File: config.mk
export PLATFORM = sky130hd
export DESIGN_NAME = elink_uplink_packer
export DESIGN_NICKNAME = d
export VERILOG_FILES = /design/src/rtl/elink_uplink_pkg.sv /design/src/rtl/uplink_frame_fifo.sv /design/src/rtl/elink_uplink_packer.sv
export SDC_FILE = /design/constraint.sdc
export NUM_CORES = 1
export LEC_CHECK = 0
export BUFFER_PORTS_ARGS = -buffer_cell sky130_fd_sc_hd__buf_2
export CAP_MARGIN = 40
export CORE_ASPECT_RATIO = 1.5
export CORE_UTILIZATION = 25
export DETAILED_ROUTE_END_ITERATION = 6
export GPL_ROUTABILITY_DRIVEN = 0
export PLACE_DENSITY_LB_ADDON = 0.3
export SYNTH_ARGS = -nofsm -noshare
export SYNTH_HDL_FRONTEND = slang
export SYNTH_HIERARCHICAL = 1
export SYNTH_SLANG_ARGS = --single-unit
File: constraint.sdc
create_clock -name clk -period 7.3 [get_ports clk]
set_input_delay 0.365 -clock clk [delete_from_list [all_inputs] [get_ports clk]]
set_output_delay 0.365 -clock clk [all_outputs]
set_load 0.05 [all_outputs]
File: src/rtl/elink_uplink_pkg.sv
// Shared widths and FSM encoding for the elink uplink packer.
package elink_uplink_pkg;
    localparam int FRAME_W   = 76;
    localparam int PKT_BYTES = 10;
    localparam int PAD_W     = 4;
    localparam int SHIFT_W   = FRAME_W + PAD_W;

    typedef enum logic [1:0] {IDLE, LOAD, SEND} state_t;
endpackage

File: src/rtl/uplink_frame_fifo.sv
// Synchronous frame FIFO; a push while full is ignored even if a pop coincides.
module uplink_frame_fifo
    import elink_uplink_pkg::*;
#(
    parameter int FIFO_DEPTH = 4,
    parameter int AW         = $clog2(FIFO_DEPTH)
) (
    input  logic               clk,
    input  logic               rst,
    input  logic               push,
    input  logic               pop,
    input  logic [FRAME_W-1:0] wdata,
    output logic [FRAME_W-1:0] rdata,
    output logic               full,
    output logic               empty,
    output logic [AW:0]        count
);
    logic [FRAME_W-1:0] r_mem [FIFO_DEPTH];
    logic [AW-1:0]      r_wr_ptr, r_rd_ptr;
    logic [AW:0]        r_count;
    logic               w_wr, w_rd;

    assign full  = (r_count == (AW+1)'(FIFO_DEPTH));
    assign empty = (r_count == '0);
    assign count = r_count;
    assign rdata = r_mem[r_rd_ptr];
    assign w_wr  = push && !full;
    assign w_rd  = pop && !empty;

    always_ff @(posedge clk) begin
        if (w_wr) r_mem[r_wr_ptr] <= wdata;
    end

    always_ff @(posedge clk or posedge rst) begin
        if (rst) begin
            r_wr_ptr <= '0;
            r_rd_ptr <= '0;
            r_count  <= '0;
        end else begin
            if (w_wr) r_wr_ptr <= r_wr_ptr + 1'b1;
            if (w_rd) r_rd_ptr <= r_rd_ptr + 1'b1;
            case ({w_wr, w_rd})
                2'b10:   r_count <= r_count + 1'b1;
                2'b01:   r_count <= r_count - 1'b1;
                default: r_count <= r_count;
            endcase
        end
    end
endmodule

File: src/rtl/elink_uplink_packer.sv
// Buffers 76-bit CAN uplink frames and serialises each as a 10-byte SOP/EOP packet
// on a valid/ready byte stream, counting sent packets and flagging drops.
module elink_uplink_packer
    import elink_uplink_pkg::*;
#(
    parameter int FIFO_DEPTH = 4,
    parameter int CNT_W      = 16
) (
    input  logic               clk,
    input  logic               rst,
    input  logic [FRAME_W-1:0] din,
    input  logic               din_valid,
    output logic               din_ready,
    output logic [7:0]         dout,
    output logic               dout_valid,
    input  logic               dout_ready,
    output logic               dout_sop,
    output logic               dout_eop,
    output logic               busy,
    output logic [CNT_W-1:0]   frame_cnt,
    output logic               overflow_err,
    input  logic               clear_err
);
    localparam logic [3:0] LAST = 4'(PKT_BYTES - 1);

    state_t               r_state, w_next;
    logic [SHIFT_W-1:0]   r_shift;
    logic [3:0]           r_idx;
    logic [CNT_W-1:0]     r_cnt;
    logic                 r_ovf;
    logic [FRAME_W-1:0]   w_rdata;
    logic                 w_full, w_empty, w_send, w_accept, w_drop;
    logic [$clog2(FIFO_DEPTH):0] w_count;

    uplink_frame_fifo #(.FIFO_DEPTH(FIFO_DEPTH)) u_fifo (
        .clk   (clk),
        .rst   (rst),
        .push  (din_valid),
        .pop   (r_state == LOAD),
        .wdata (din),
        .rdata (w_rdata),
        .full  (w_full),
        .empty (w_empty),
        .count (w_count)
    );

    assign w_send   = (r_state == SEND);
    assign w_accept = w_send && dout_ready;
    assign w_drop   = din_valid && w_full;

    always_comb begin
        w_next = r_state;
        case (r_state)
            IDLE:    if (!w_empty) w_next = LOAD;
            LOAD:    w_next = SEND;
            SEND:    if (w_accept && r_idx == LAST) w_next = w_empty ? IDLE : LOAD;
            default: w_next = IDLE;
        endcase
    end

    always_ff @(posedge clk or posedge rst) begin
        if (rst) begin
            r_state <= IDLE;
            r_shift <= '0;
            r_idx   <= '0;
            r_cnt   <= '0;
            r_ovf   <= 1'b0;
        end else begin
            r_state <= w_next;
            if (r_state == LOAD) begin
                r_shift <= {{PAD_W{1'b0}}, w_rdata};
                r_idx   <= '0;
            end else if (w_accept) begin
                if (r_idx == LAST) begin
                    r_cnt <= r_cnt + 1'b1;
                end else begin
                    r_shift <= r_shift << 8;
                    r_idx   <= r_idx + 4'd1;
                end
            end
            // A drop in the same cycle as clear_err must remain visible.
            if (w_drop)         r_ovf <= 1'b1;
            else if (clear_err) r_ovf <= 1'b0;
        end
    end

    assign din_ready    = !w_full;
    assign dout_valid   = w_send;
    assign dout         = w_send ? r_shift[SHIFT_W-1 -: 8] : 8'h00;
    assign dout_sop     = w_send && (r_idx == '0);
    assign dout_eop     = w_send && (r_idx == LAST);
    assign busy         = (r_state != IDLE) || (w_count != '0);
    assign frame_cnt    = r_cnt;
    assign overflow_err = r_ovf;
endmodule

Yosys cells after proc, flatten, opt, wreduce, memory -nomap -nowiden
Memories as Yosys holds them, arrays and structs flattened.
Index checks and enable logic that the tools add are counted.

cells by class
  $add $sub $neg = 6
  reduce and logical (&&, ||, !) cells = 21
  eq/ne operators = 9
  mux-type cells = 16
  bitwise logic cells = 1

operator list
  cell                   count
  $mux 80                3
  $add 16x1->16 const B  1
  $mux 4                 3
  $mux 8                 1
  $reduce_bool 2->1      4
  $logic_and 1x1->1      7
  $pmux 2 s3             1
  $pmux 3 s2             1
  $mux 1                 5
  $add 2x1->2 const B    2
  $add 4x1->4 const B    1
  $eq 2x1->1 const B     2
  $eq 2x2->1 const B     2
  $eq 4x4->1 const B     1
  $logic_not 4->1        1
  $mux 2                 2
  $ne 2x1->1 const B     2
  $reduce_and 2->1       2
  $add 3x1->3 const B    1
  $eq 3x3->1 const B     1
  $logic_not 3->1        1
  $reduce_and 3->1       1
  $reduce_bool 3->1      1
  $sub 3x1->3 const B    1
  other kinds (5)        6

storage, ports and cells
  bits of input ports = 81
  output and inout port bits = 30
  bits in registers = 110
  memories kept = 1
  bits in writable memories = 304
  logic and storage cells = 62

memory list
  name          words  width  rd ports  clocked after memory_dff  write ports  line                     source
  u_fifo.r_mem  4      76     1         0                         1            uplink_frame_fifo.sv:18  logic [FRAME_W-1:0] r_mem [FIFO_DEPTH];

Logic depth before layout (Yosys ltp)
Gate-level depths: netlist of the first run.

  depth after elaboration = 5
  mapped depth = 12
  depth with buffers taken out = 9

By module
The synthesis of the first run kept the hierarchy.

by module, submodules not included
  module               cells each  sequential area each (sq um)  times used  area each (sq um)
  uplink_frame_fifo    436         9303.9                        1           11398.4
  elink_uplink_packer  537         2577.5                        1           4703.3

Least setup slack after synthesis of the first run
No wires, ideal clock.

  path type = flip-flop to flip-flop
  start = register u_fifo.r_count[2], in the netlist u_fifo/count[2]
  end = memory u_fifo.r_mem[0][0], enable pin
  arrival time = 2702 ps
  slack = 4155 ps
  clock period less this slack = 3145 ps
  setup time = 443 ps
  stages on the path, launching flop included = 4
  data required time = 6857 ps
  path buffers = 0
  cell sequence = dfrtp_1 > nor3b_1 > nor2b_1 > and2_1

on the way
  longest elaborated chain between the ends = 5

RTL lines
  item                          line                       source
  start: declaration            uplink_frame_fifo.sv:20    logic [AW:0] r_count;
  start signal: assignment      uplink_frame_fifo.sv:43    2'b10: r_count <= r_count + 1'b1;
  start signal: assignment      uplink_frame_fifo.sv:44    2'b01: r_count <= r_count - 1'b1;
  start signal: assignment      uplink_frame_fifo.sv:45    default: r_count <= r_count;
  $eq 3x3->1                    uplink_frame_fifo.sv:23    assign full = (r_count == (AW+1)'(FIFO_DEPTH));
  via w_full                    elink_uplink_packer.sv:32  logic w_full, w_empty, w_send, w_accept, w_drop;
  $logic_not 1->1               uplink_frame_fifo.sv:27    assign w_wr = push && !full;
  $logic_and 1x1->1             uplink_frame_fifo.sv:27
  $mux 1                        uplink_frame_fifo.sv:31    if (w_wr) r_mem[r_wr_ptr] <= wdata;
  $mux 1 (not written as such)  uplink_frame_fifo.sv:31
  end: declaration              uplink_frame_fifo.sv:18

The timed path passes the listed nets, and every way through them passes these cells.

Worst setup path after layout of the first run
  start = register r_state[1]
  end = register u_fifo.r_count[2], in the netlist u_fifo/count[2]

on the way
  longest elaborated chain between the ends = 4
  elaborated cells on any way between the ends = 6
  classes of those cells = eq/ne (3); mux (1); reduce/logical (2)

RTL lines
  item                                             line                       source
  start: declaration                               elink_uplink_packer.sv:26  state_t r_state, w_next;
  start signal: assignment                         elink_uplink_packer.sv:69  r_state <= w_next;
  $eq 2x1->1 *                                     elink_uplink_packer.sv:39  .pop (r_state == LOAD),
  $logic_and 1x1->1 *                              uplink_frame_fifo.sv:28    assign w_rd = pop && !empty;
  via u_fifo.w_rd                                  uplink_frame_fifo.sv:21    logic w_wr, w_rd;
  $eq 2x1->1 or $eq 2x2->1 (tied branches)         uplink_frame_fifo.sv:42    case ({w_wr, w_rd})
  $pmux 3 s2 or $reduce_bool 2->1 (tied branches)  n/a

Mark *: on every way through the listed nets, which the timed path passes. The rest lies on a longest branch.
A chain may end at the register's enable or synchronous reset.

==> results.sh, run 1 <==
export IMPL_cp_required_ps=7760
export IMPL_synth_area_top_cells="edfxtp_1, dfrtp_1, mux4_2, a21oi_1, nand2_1"
export IMPL_area_delta_synth_final_pct=20.7
export IMPL_p_comb_share_pct=28.5
export IMPL_num_io_pins=111
export IMPL_yosysWarnings=6
export IMPL_power_switching_mw=2.47
export IMPL_vias_per_cell=4.42
export IMPL_cts_resized=0
export IMPL_clockRootBuffer="clkbuf_16"
export IMPL_tightest_slew_ps=859
export IMPL_nets=1227
export IMPL_drive_above_1_share_pct=23.9
export IMPL_hold_slack_ps=25.3
export IMPL_syn_inst=973
export IMPL_drv_cap=0
export IMPL_placed_cells=1855
export IMPL_routed_wl_um=37200
export IMPL_start_util_pct=25.4
export IMPL_placed_area_sq_um=17700
export IMPL_hold_buffers=43
export IMPL_clock_latency_ps=570
export IMPL_clkPwrFrac_pct=26.6
export IMPL_die_area_sq_um=65400
export IMPL_synth_seq_area_share_pct=73.8
export IMPL_synth_avg_cell_area_sq_um=16.5
export IMPL_yosys_area_top_type_share_pct=56.7
export IMPL_drtAntennaViolNets=0
export IMPL_cts_tree="done"
export IMPL_synth_cell_type_count=41
export IMPL_cp_end_kind="flip-flop"
export IMPL_grt_pass1_wl_um=58000
export IMPL_fillers=6263
export IMPL_finalPower_mw=7.72
export IMPL_port_buffers=110
export IMPL_status="finished clean"
export IMPL_dp_hpwl_um=23100
export IMPL_grt_max_degree=57
export IMPL_hold_path_end="u_fifo/r_mem[3][27]"
export IMPL_die_x_um=209
export IMPL_synth_seq_cells=414
export IMPL_cts_htree_levels=2
export IMPL_p_sw_share_pct=32.0
export IMPL_worstSetupPathType="flip-flop to flip-flop"
export IMPL_final_area_sq_um=19400
export IMPL_tns_ps=0
export IMPL_post_cts_setup_buffer_count=0
export IMPL_timing_rr_end="u_fifo/count[2]"
export IMPL_whs_path_depth=1
export IMPL_grt_pass1_vias=9452
export IMPL_track_usage_pct=11.6
export IMPL_syn_num_nets=1064
export IMPL_slew_headroom_pct=42.7
export IMPL_skew_ps=33.1
export IMPL_arrival_ps=3520
export IMPL_ir_worst_vdd_mv=0.197
export IMPL_grt_overflow_total=0
export IMPL_slew_viol_final=0
export IMPL_fin_crit_sh_pct=41.8
export IMPL_layout_commonest_cell="edfxtp_1"
export IMPL_worstRegToRegCells=9
export IMPL_hold_viol_final=0
export IMPL_fin_crit_ps=3050
export IMPL_antenna_found_initial=5
export IMPL_rows=113
export IMPL_cts_sinks=414
export IMPL_p_leak_nw=7.12
export IMPL_r2r_slack_ps=4250
export IMPL_vias=8722
export IMPL_path_max_fanout=48
export IMPL_cts_buffers=41
export IMPL_drc=0
export IMPL_path_clk_slew_ps=60
export IMPL_max_freq_mhz=327
export IMPL_fin_cells=1975
export IMPL_synth_top_cell_by_area="edfxtp_1"
export IMPL_die_h_um=313
export IMPL_critPathLaunchType="flip-flop"
export IMPL_wl_per_cell_um=18.8
export IMPL_drt_first_pass_iters=5
export IMPL_timing_rr_start="r_state[1]"
export IMPL_setup_violations=0
export IMPL_p_per_area_nw_per_um2=397
export IMPL_hp_start="din[27]"
export IMPL_seqPwrFrac_pct=45.0
export IMPL_rsz0062_at_grt="no"
export IMPL_final_cell_mix="edfxtp_1, a21oi_1, buf_2"
export IMPL_drtIter0Drc=577
export IMPL_p_int_mw=5.25
export IMPL_syn_area_sq_um=16100
export IMPL_hold_class="input pin to flip-flop"
export IMPL_core_area_sq_um=63500
export IMPL_clockBufferDepth=3
-- power by group through the flow --
stage	Clock, mW	Sequential, mW	Combinational, mW
after global placement	0	3.55	2.09
after detailed placement	0	3.53	2.26
final	2.05	3.47	2.20
after CTS	2.12	3.48	2.28
after global routing	2.20	3.54	2.43
after floorplan	0	3.40	1.64
-- critical path, cell delays in order, from the launching register on --
cell and delay [ps]:
dfrtp_1 430, nand2b_2 430, inv_2 740, o31a_1 330, ha_1 210, inv_1 60, fa_1 370, xor2_1 150
nor2_1 110, xor2_1 140
-- per-layer routing --
metal / global-route usage (%) / share of wire (%) / vias up / wire, um
li1: - / - / 3971 / -
met1: 13.8 / 41 / 4493 / 15200
met2: 20.8 / 51 / 188 / 19100
met3: 2.19 / 4.7 / 62 / 1740
met4: 4.36 / 2.9 / 8 / 1070
met5: 0 / 0.13 / - / 50
-- cells by family (layout without fill, tap and decap cells) --
family / after synthesis / in the layout / share of synthesized area [%]
XOR/XNOR: 24 / 24 / 1.31
AND/OR/NAND/NOR: 223 / 223 / 6.12
other: 0 / 1 / 0
adder cells (fa/ha/maj): 10 / 10 / 0.824
AO/OA/AOI/OAI: 153 / 153 / 4.79
multiplexers: 79 / 79 / 10.8
flip-flops: 414 / 414 / 73.8
buffers and inverters: 70 / 266 / 2.34
-- per-stage QoR --
step	worst slack (ps)	util, %
2_1_floorplan	4160	-
3_3_place_gp	4280	27.5
3_5_place_dp	4210	27.9
4_1_cts	4190	30.6
5_1_grt	3980	30.6
6_report	4250	30.6
-- registers in the layout, indices dropped and copies added, names as in the netlist --
signal and count:
frame_cnt 16, u_fifo/r_rd_ptr 2, r_shift 80, u_fifo/r_wr_ptr 2, r_idx 4, overflow_err 1
r_state 2, u_fifo/count 3, u_fifo/r_mem 304
-- area by class of cell --
cell class | instances | area, sq um | area share [%]
flip-flops and latches | 414 | 11900 | 61.2
multi-input cells | 489 | 3860 | 19.9
repair buffers | 173 | 1290 | 6.63
clock buffers | 61 | 1160 | 5.98
well taps | 805 | 1010 | 5.18
clock inverters | 15 | 151 | 0.779
inverters | 17 | 66.3 | 0.341
diodes | 1 | 2.50 | 0.0129
-- worst max-delay path by stage --
| stage | startpoint | endpoint | slack [ps] | cells past startpoint |
|---|---|---|---|---|
| 5_1_grt | r_state[1] | u_fifo/count[2] | 3980 | 9 |
| 3_3_place_gp | r_state[1] | u_fifo/count[2] | 4280 | 9 |
| 4_1_cts | r_state[1] | u_fifo/count[2] | 4190 | 9 |
| 3_5_place_dp | r_state[1] | u_fifo/count[2] | 4210 | 9 |
| 2_1_floorplan | u_fifo/count[2] | u_fifo/r_mem[0][0] | 4160 | 3 |
| 6_report | r_state[1] | u_fifo/count[2] | 4250 | 9 |
-- Yosys cell counts --
master / number
inv_2: 1
nand2_1: 103
edfxtp_1: 304
xor2_1: 14
a211oi_1: 1
and2_0: 1
xnor2_1: 10
buf_2: 29
buf_12: 2
nor2_1: 77
nor2b_1: 1
nand4_1: 3
nand2b_1: 3
fa_1: 1
inv_1: 16
o21ai_0: 10
and4b_2: 1
clkbuf_1: 11
buf_8: 1
nor3b_1: 1
dfrtp_1: 110
and3b_1: 2
nand3b_1: 1
nor4_4: 1
ha_1: 9
nand3_1: 4
nand4_4: 1
o31a_1: 1
nor3_1: 7
nand4_2: 1
buf_1: 2
mux4_2: 76
and4_1: 1
a21oi_1: 141
nor4b_1: 1
buf_4: 7
and3_1: 1
buf_6: 1
mux2i_1: 1
and2_1: 13
mux2_2: 2
(Power assumes the default switching activity.)
==> run 2: changes to the inputs <==
Settings changed: ABC_AREA set to 1.
Clock period 7.3 ns to 2.6 ns, I/O delays scaled along.
==> run 2 against run 1 <==
Sequential share of layout area is 4.7 points lower. Cell count is 35% higher. Worst hold slack better by 68 ps. Count of clock-buffer cells in the layout is 14 lower. Register-to-register slack worse by 3800 ps. Sequential power grew to 2.7 times the previous value. Global-route usage hardly changed. Routed wire length is 9.6% higher. Clock power grew to 2.9 times the previous value. Largest power group unchanged. Highest routed layer unchanged.
==> results.sh, run 2 <==
export IMPL_antenna_found_initial=6
export IMPL_skew_ps=15.9
export IMPL_vias=11300
export IMPL_fin_crit_sh_pct=82.7
export IMPL_cpMostUsedCell="nand2_1"
export IMPL_drc=0
export IMPL_yosys_area_top_type_share_pct=52.8
export IMPL_synth_flop_cell="edfxtp_1"
export IMPL_synth_edff_count=304
export IMPL_vias_per_cell=4.25
export IMPL_syn_num_nets=1650
export IMPL_area_delta_synth_final_pct=21.6
export IMPL_pre_cts_slack_ps=454
export IMPL_synth_cell_type_count=23
export IMPL_core_area_sq_um=68200
export IMPL_tightest_slew_ps=609
export IMPL_hold_class="input pin to asynchronous set/reset pin"
export IMPL_arrival_ps=2580
export IMPL_drive_above_1_share_pct=12.3
export IMPL_drv_cap=0
export IMPL_crit_slowest_cell="dfrtp_1"
export IMPL_p_per_area_nw_per_um2=1060
export IMPL_ir_worst_vdd_mv=0.861
export IMPL_drtAntennaViolNets=0
export IMPL_synth_area_top_cells="edfxtp_1, dfrtp_1, nand2_1, o211ai_1, nand3_1"
export IMPL_cp_required_ps=3030
export IMPL_path_max_fanout=7
export IMPL_clockBufferDepth=3
export IMPL_synth_seq_area_share_pct=68.7
export IMPL_setup_violations=0
export IMPL_die_h_um=324
export IMPL_syn_inst=1559
export IMPL_grt_max_degree=78
export IMPL_cts_tree="done"
export IMPL_worstPathCellList="inv_2 > nand3_1 > nand2_1 > ha_1 > inv_1 > fa_1 > nand2_1 > nand3_1 > nand2_1 > nand2_1"
export IMPL_grt_overflow_total=0
export IMPL_final_cell_mix="nand2_1, edfxtp_1, inv_1"
export IMPL_finalWorstSetupSlack_ps=450
export IMPL_cts_sinks=414
export IMPL_start_util_pct=25.4
export IMPL_cts_htree_levels=2
export IMPL_synth_avg_cell_area_sq_um=11.1
export IMPL_wl_per_cell_um=15.3
export IMPL_drtIter0Drc=640
export IMPL_layout_commonest_cell="nand2_1"
export IMPL_yosysWarnings=6
export IMPL_slew_headroom_pct=59.4
export IMPL_port_buffers=110
export IMPL_fillers=7016
export IMPL_clock_latency_ps=540
export IMPL_dp_hpwl_um=25800
export IMPL_num_io_pins=111
export IMPL_rows=117
export IMPL_synth_seq_cells=414
export IMPL_slew_viol_final=0
export IMPL_track_usage_pct=11.6
export IMPL_top_register="u_fifo/r_mem"
export IMPL_hold_viol_final=0
export IMPL_rsz0062_at_grt="no"
export IMPL_cts_buffers=40
export IMPL_cpPeakStageDelay_ps=420
export IMPL_async_reset_ff_share_pct=26.6
export IMPL_fin_crit_ps=2150
export IMPL_synth_most_common_cell="nand2_1"
export IMPL_p_leak_nw=8.69
export IMPL_utilization_pct=30.8
export IMPL_grt_pass1_wl_um=64000
export IMPL_grt_pass1_vias=11300
export IMPL_max_freq_mhz=465
export IMPL_die_area_sq_um=70300
export IMPL_status="finished clean"
export IMPL_yosys_top_cells_count="nand2_1, edfxtp_1, inv_1"
export IMPL_drt_first_pass_iters=5
export IMPL_syn_area_sq_um=17300
export IMPL_nets=1829
export IMPL_routed_wl_um=40800
export IMPL_cp_end_kind="flip-flop"
export IMPL_largest_reg_flops=304
export IMPL_worstSetupPathType="flip-flop to flip-flop"
export IMPL_synth_top_cell_by_area="edfxtp_1"
export IMPL_critPathLaunchType="flip-flop"
export IMPL_post_cts_setup_buffer_count=0
export IMPL_path_clk_slew_ps=70
export IMPL_clockRootBuffer="clkbuf_16"
export IMPL_die_x_um=217
run 2: cell count changes after synthesis, moves of 13 or more:
cell,previous run,this run
nand3_1,4,163
nor2_1,77,30
inv_1,16,211
nand2_1,103,454
and2_1,13,0
buf_2,29,42
a21oi_1,141,0
mux4_2,76,0
o211ai_1,0,152
run 2: per-stage QoR:
stage / area [sq um] / hold WS [ps] / instances / total power [mW] / setup TNS (ps)
finish: 21000 / 93.4 / 2664 / 22.2 / 0
global route: 21000 / 111 / 2664 / 23.7 / 0
detailed placement: 18900 / 125 / 2508 / 16.6 / 0
CTS: 21000 / 78.6 / 2661 / 22.6 / 0
floorplan: 17300 / -66.6 / 1559 / 14.4 / -172500
global placement: 18900 / 124 / 2508 / 16.4 / 0
run 2: area by class of cell:
class                   instances  area [sq um]  share of cell area (%)
flip-flops and latches        414         11900                    56.5
multi-input cells             844          4160                    19.8
repair buffers                220          1730                    8.21
well taps                     892          1120                    5.31
clock buffers                  47          1070                    5.08
inverters                     218           830                    3.94
clock inverters                26           243                    1.15
diodes                          3          7.51                  0.0357
run 2: critical path, delay by kind of cell, from the launching register on:
family / cells / cell delay, ps
fa+ha+maj: 2 / 630
buf+inv: 2 / 170
flops: 1 / 420
simple gates: 6 / 810
run 2: cells by family (layout without fill, tap and decap cells):
| family | count (synthesis) | after routing | share of synthesized area, % |
|---|---|---|---|
| and+or+nand+nor | 657 | 657 | 15.6 |
| DFF | 414 | 414 | 68.7 |
| buffers and inverters | 301 | 511 | 7.46 |
| AOI/OAI and AO/OA | 170 | 170 | 7.11 |
| adders and majority gates | 10 | 10 | 0.766 |
| xor gates and xnor gates | 7 | 7 | 0.354 |
| other | 0 | 3 | 0 |
run 2: path summary, 6_finish.rpt:
kind | startpoint | endpoint | slack [ps] | depth (start not counted)
min | rst | overflow_err | 90 | 3
min reg2reg | r_state[0] | r_state[0] | 450 | 1
max reg2reg | u_fifo/count[0] | u_fifo/count[2] | 450 | 10
min in group clk | dout_ready | r_state[0] | 110 | 5
max in group asynchronous | rst | r_shift[63] | 1830 | 4
max | u_fifo/count[0] | u_fifo/count[2] | 450 | 10
run 2: power by group:
part / internal, mW / leakage (nW) / switching, mW
combinational: 2.08 / 3.86 / 4.76
sequential: 8.84 / 4.19 / 0.661
clock: 3.35 / 0.639 / 2.51
total: 14.3 / 8.69 / 7.92
run 2: what timing repair did:
action                                 in CTS  in global routing
endpoints found under the hold margin     417                  0
gates resized for setup                     0                  0
hold buffers                               80                  0
run 2: layer usage:
metal	up-vias	track usage, %	wire (um)
met1	5446	13.6	17000
met3	65	1.90	1520
met2	184	21.3	21200
met4	6	3.76	912
met5	-	0	41
li1	5613	-	-
==> run 3: changes to the inputs <==
Clock period 2.6 ns to 2.04 ns, I/O delays scaled along.
==> run 3 against run 2 <==
Largest cell class unchanged. Worst hold slack lost 33 ps. Clock skew rose by 4.0 ps. Routed wire length grew 1.6%. Register-to-register slack worse by 220 ps. Sequential power up 27%. Worst setup slack lost 250 ps. Count of clock-buffer cells in the layout decreased by 1. Critical path type is now flip-flop to output pin.
==> results.sh, run 3 (same netlist as run 2, synthesis figures left out) <==
export IMPL_clockRootBuffer="clkbuf_16"
export IMPL_cts_htree_levels=2
export IMPL_status="finished clean"
export IMPL_largest_reg_flops=304
export IMPL_drtAntennaViolNets=0
export IMPL_startpoint="r_state[0]"
export IMPL_setup_violations=0
export IMPL_slew_viol_final=0
export IMPL_cp_end_kind="output pin"
export IMPL_cp_required_ps=1940
export IMPL_grt_pass1_vias=11500
export IMPL_antenna_found_initial=3
export IMPL_path_clk_slew_ps=60
export IMPL_crit_slowest_cell="dfrtp_1"
export IMPL_vias=11400
export IMPL_cts_sinks=414
export IMPL_layout_commonest_cell="nand2_1"
export IMPL_dp_hpwl_um=27000
export IMPL_critPathLaunchType="flip-flop"
export IMPL_nets=1840
export IMPL_wl_per_cell_um=15.5
export IMPL_critPathTopFamily="buffers and inverters"
export IMPL_clockBufferDepth=3
export IMPL_timing_critical_path_to="dout_sop"
export IMPL_hold_class="input pin to asynchronous set/reset pin"
export IMPL_final_cell_mix="nand2_1, edfxtp_1, inv_1"
export IMPL_diodes=0
export IMPL_timing_rr_end="u_fifo/count[2]"
export IMPL_worstRegToRegCells=10
export IMPL_hold_viol_final=0
export IMPL_die_x_um=217
export IMPL_cp_depth=5
export IMPL_drv_cap=0
export IMPL_timing_rr_start="u_fifo/count[0]"
export IMPL_cts_tree="done"
export IMPL_tightest_slew_ps=618
export IMPL_ir_worst_vdd_mv=0.612
export IMPL_p_leak_nw=8.79
export IMPL_cts_buffers=41
export IMPL_grt_overflow_total=0
export IMPL_vias_per_cell=4.29
export IMPL_drc=0
export IMPL_grt_max_degree=80
export IMPL_worstSetupPathType="flip-flop to output pin"
export IMPL_top_register="u_fifo/r_mem"
export IMPL_area_delta_synth_final_pct=22.9
export IMPL_fillers=6959
export IMPL_track_usage_pct=12.0
export IMPL_rows=117
export IMPL_skew_ps=19.8
export IMPL_hold_slack_ps=59.9
export IMPL_rsz0062_at_grt="no"
export IMPL_drive_above_1_share_pct=13.0
export IMPL_fin_crit_sh_pct=90.1
export IMPL_fin_crit_ps=1840
export IMPL_core_area_sq_um=68200
export IMPL_routed_wl_um=41400
export IMPL_port_buffers=110
export IMPL_start_util_pct=25.4
export IMPL_slew_headroom_pct=58.7
export IMPL_clock_latency_ps=550
export IMPL_num_io_pins=111
export IMPL_worstPathCellList="clkinv_1 > nand2_1 > buf_4 > nor2_1 > buf_2"
export IMPL_die_h_um=324
export IMPL_finalPower_mw=28.8
export IMPL_cp_num_buf_inv=3
export IMPL_path_max_fanout=12
export IMPL_max_freq_mhz=544
export IMPL_p_per_area_nw_per_um2=1350
export IMPL_post_cts_setup_buffer_count=0
export IMPL_r2r_slack_ps=230
export IMPL_grt_pass1_wl_um=65700
export IMPL_arrival_ps=1740
export IMPL_drt_first_pass_iters=5
export IMPL_drtIter0Drc=525
export IMPL_cpPeakStageDelay_ps=380
export IMPL_die_area_sq_um=70300
## run 3: tightest hold or removal path, stage by stage
cell and delay (ps):
dlygate4sd3_1 530, buf_2 150, inv_1 230
## run 3: per-stage QoR
stage	area [sq um]	setup TNS [ps]	utilization (%)	instances	setup slack (ps)
CTS	21300	0	31.2	2669	130
detailed placement	19200	0	28.1	2518	191
floorplan	17400	-45140	-	1559	-155
finish	21300	0	31.2	2669	203
global route	21300	0	31.2	2669	0.556
global placement	19200	0	28.1	2518	235
## run 3: how the worst min path moves through the flow
stage          from                 end  slack [ps]
2_1_floorplan   rst     u_fifo/count[0]         -90
3_3_place_gp    rst  u_fifo/r_rd_ptr[0]         100
3_5_place_dp    rst  u_fifo/r_rd_ptr[0]         100
4_1_cts         rst     u_fifo/count[1]          40
5_1_grt         rst     u_fifo/count[1]          80
6_report        rst     u_fifo/count[1]          60
## run 3: cell type report
cell class              count  area [sq um]  share of cell area, %
clock inverters            25           230                   1.08
multi-input cells         844          4190                   19.7
well taps                 892          1120                   5.25
clock buffers              46          1060                   5.01
inverters                 218           830                   3.90
flip-flops and latches    414         11900                   55.9
repair buffers            230          1950                   9.18
## run 3: timing repair
item	4_1_cts	5_1_grt
resized for setup	0	1
hold buffers	80	0
endpoints found under the hold margin	336	0
setup endpoints to repair	0	1
## run 3: per-layer routing
layer	vias to the layer above	global-route usage (%)	share of wire (%)
li1	5636	-	-
met5	-	0	0.097
met2	172	21.9	52
met3	76	1.85	3.5
met4	6	4.74	3.1
met1	5557	14.0	41
## run 3: power breakdown
part,total (mW),leakage (nW),switching [mW],internal [mW]
Sequential,12.1,4.19,0.824,11.3
Clock,7.43,0.628,3.18,4.25
Combinational,9.25,3.97,6.24,3.02
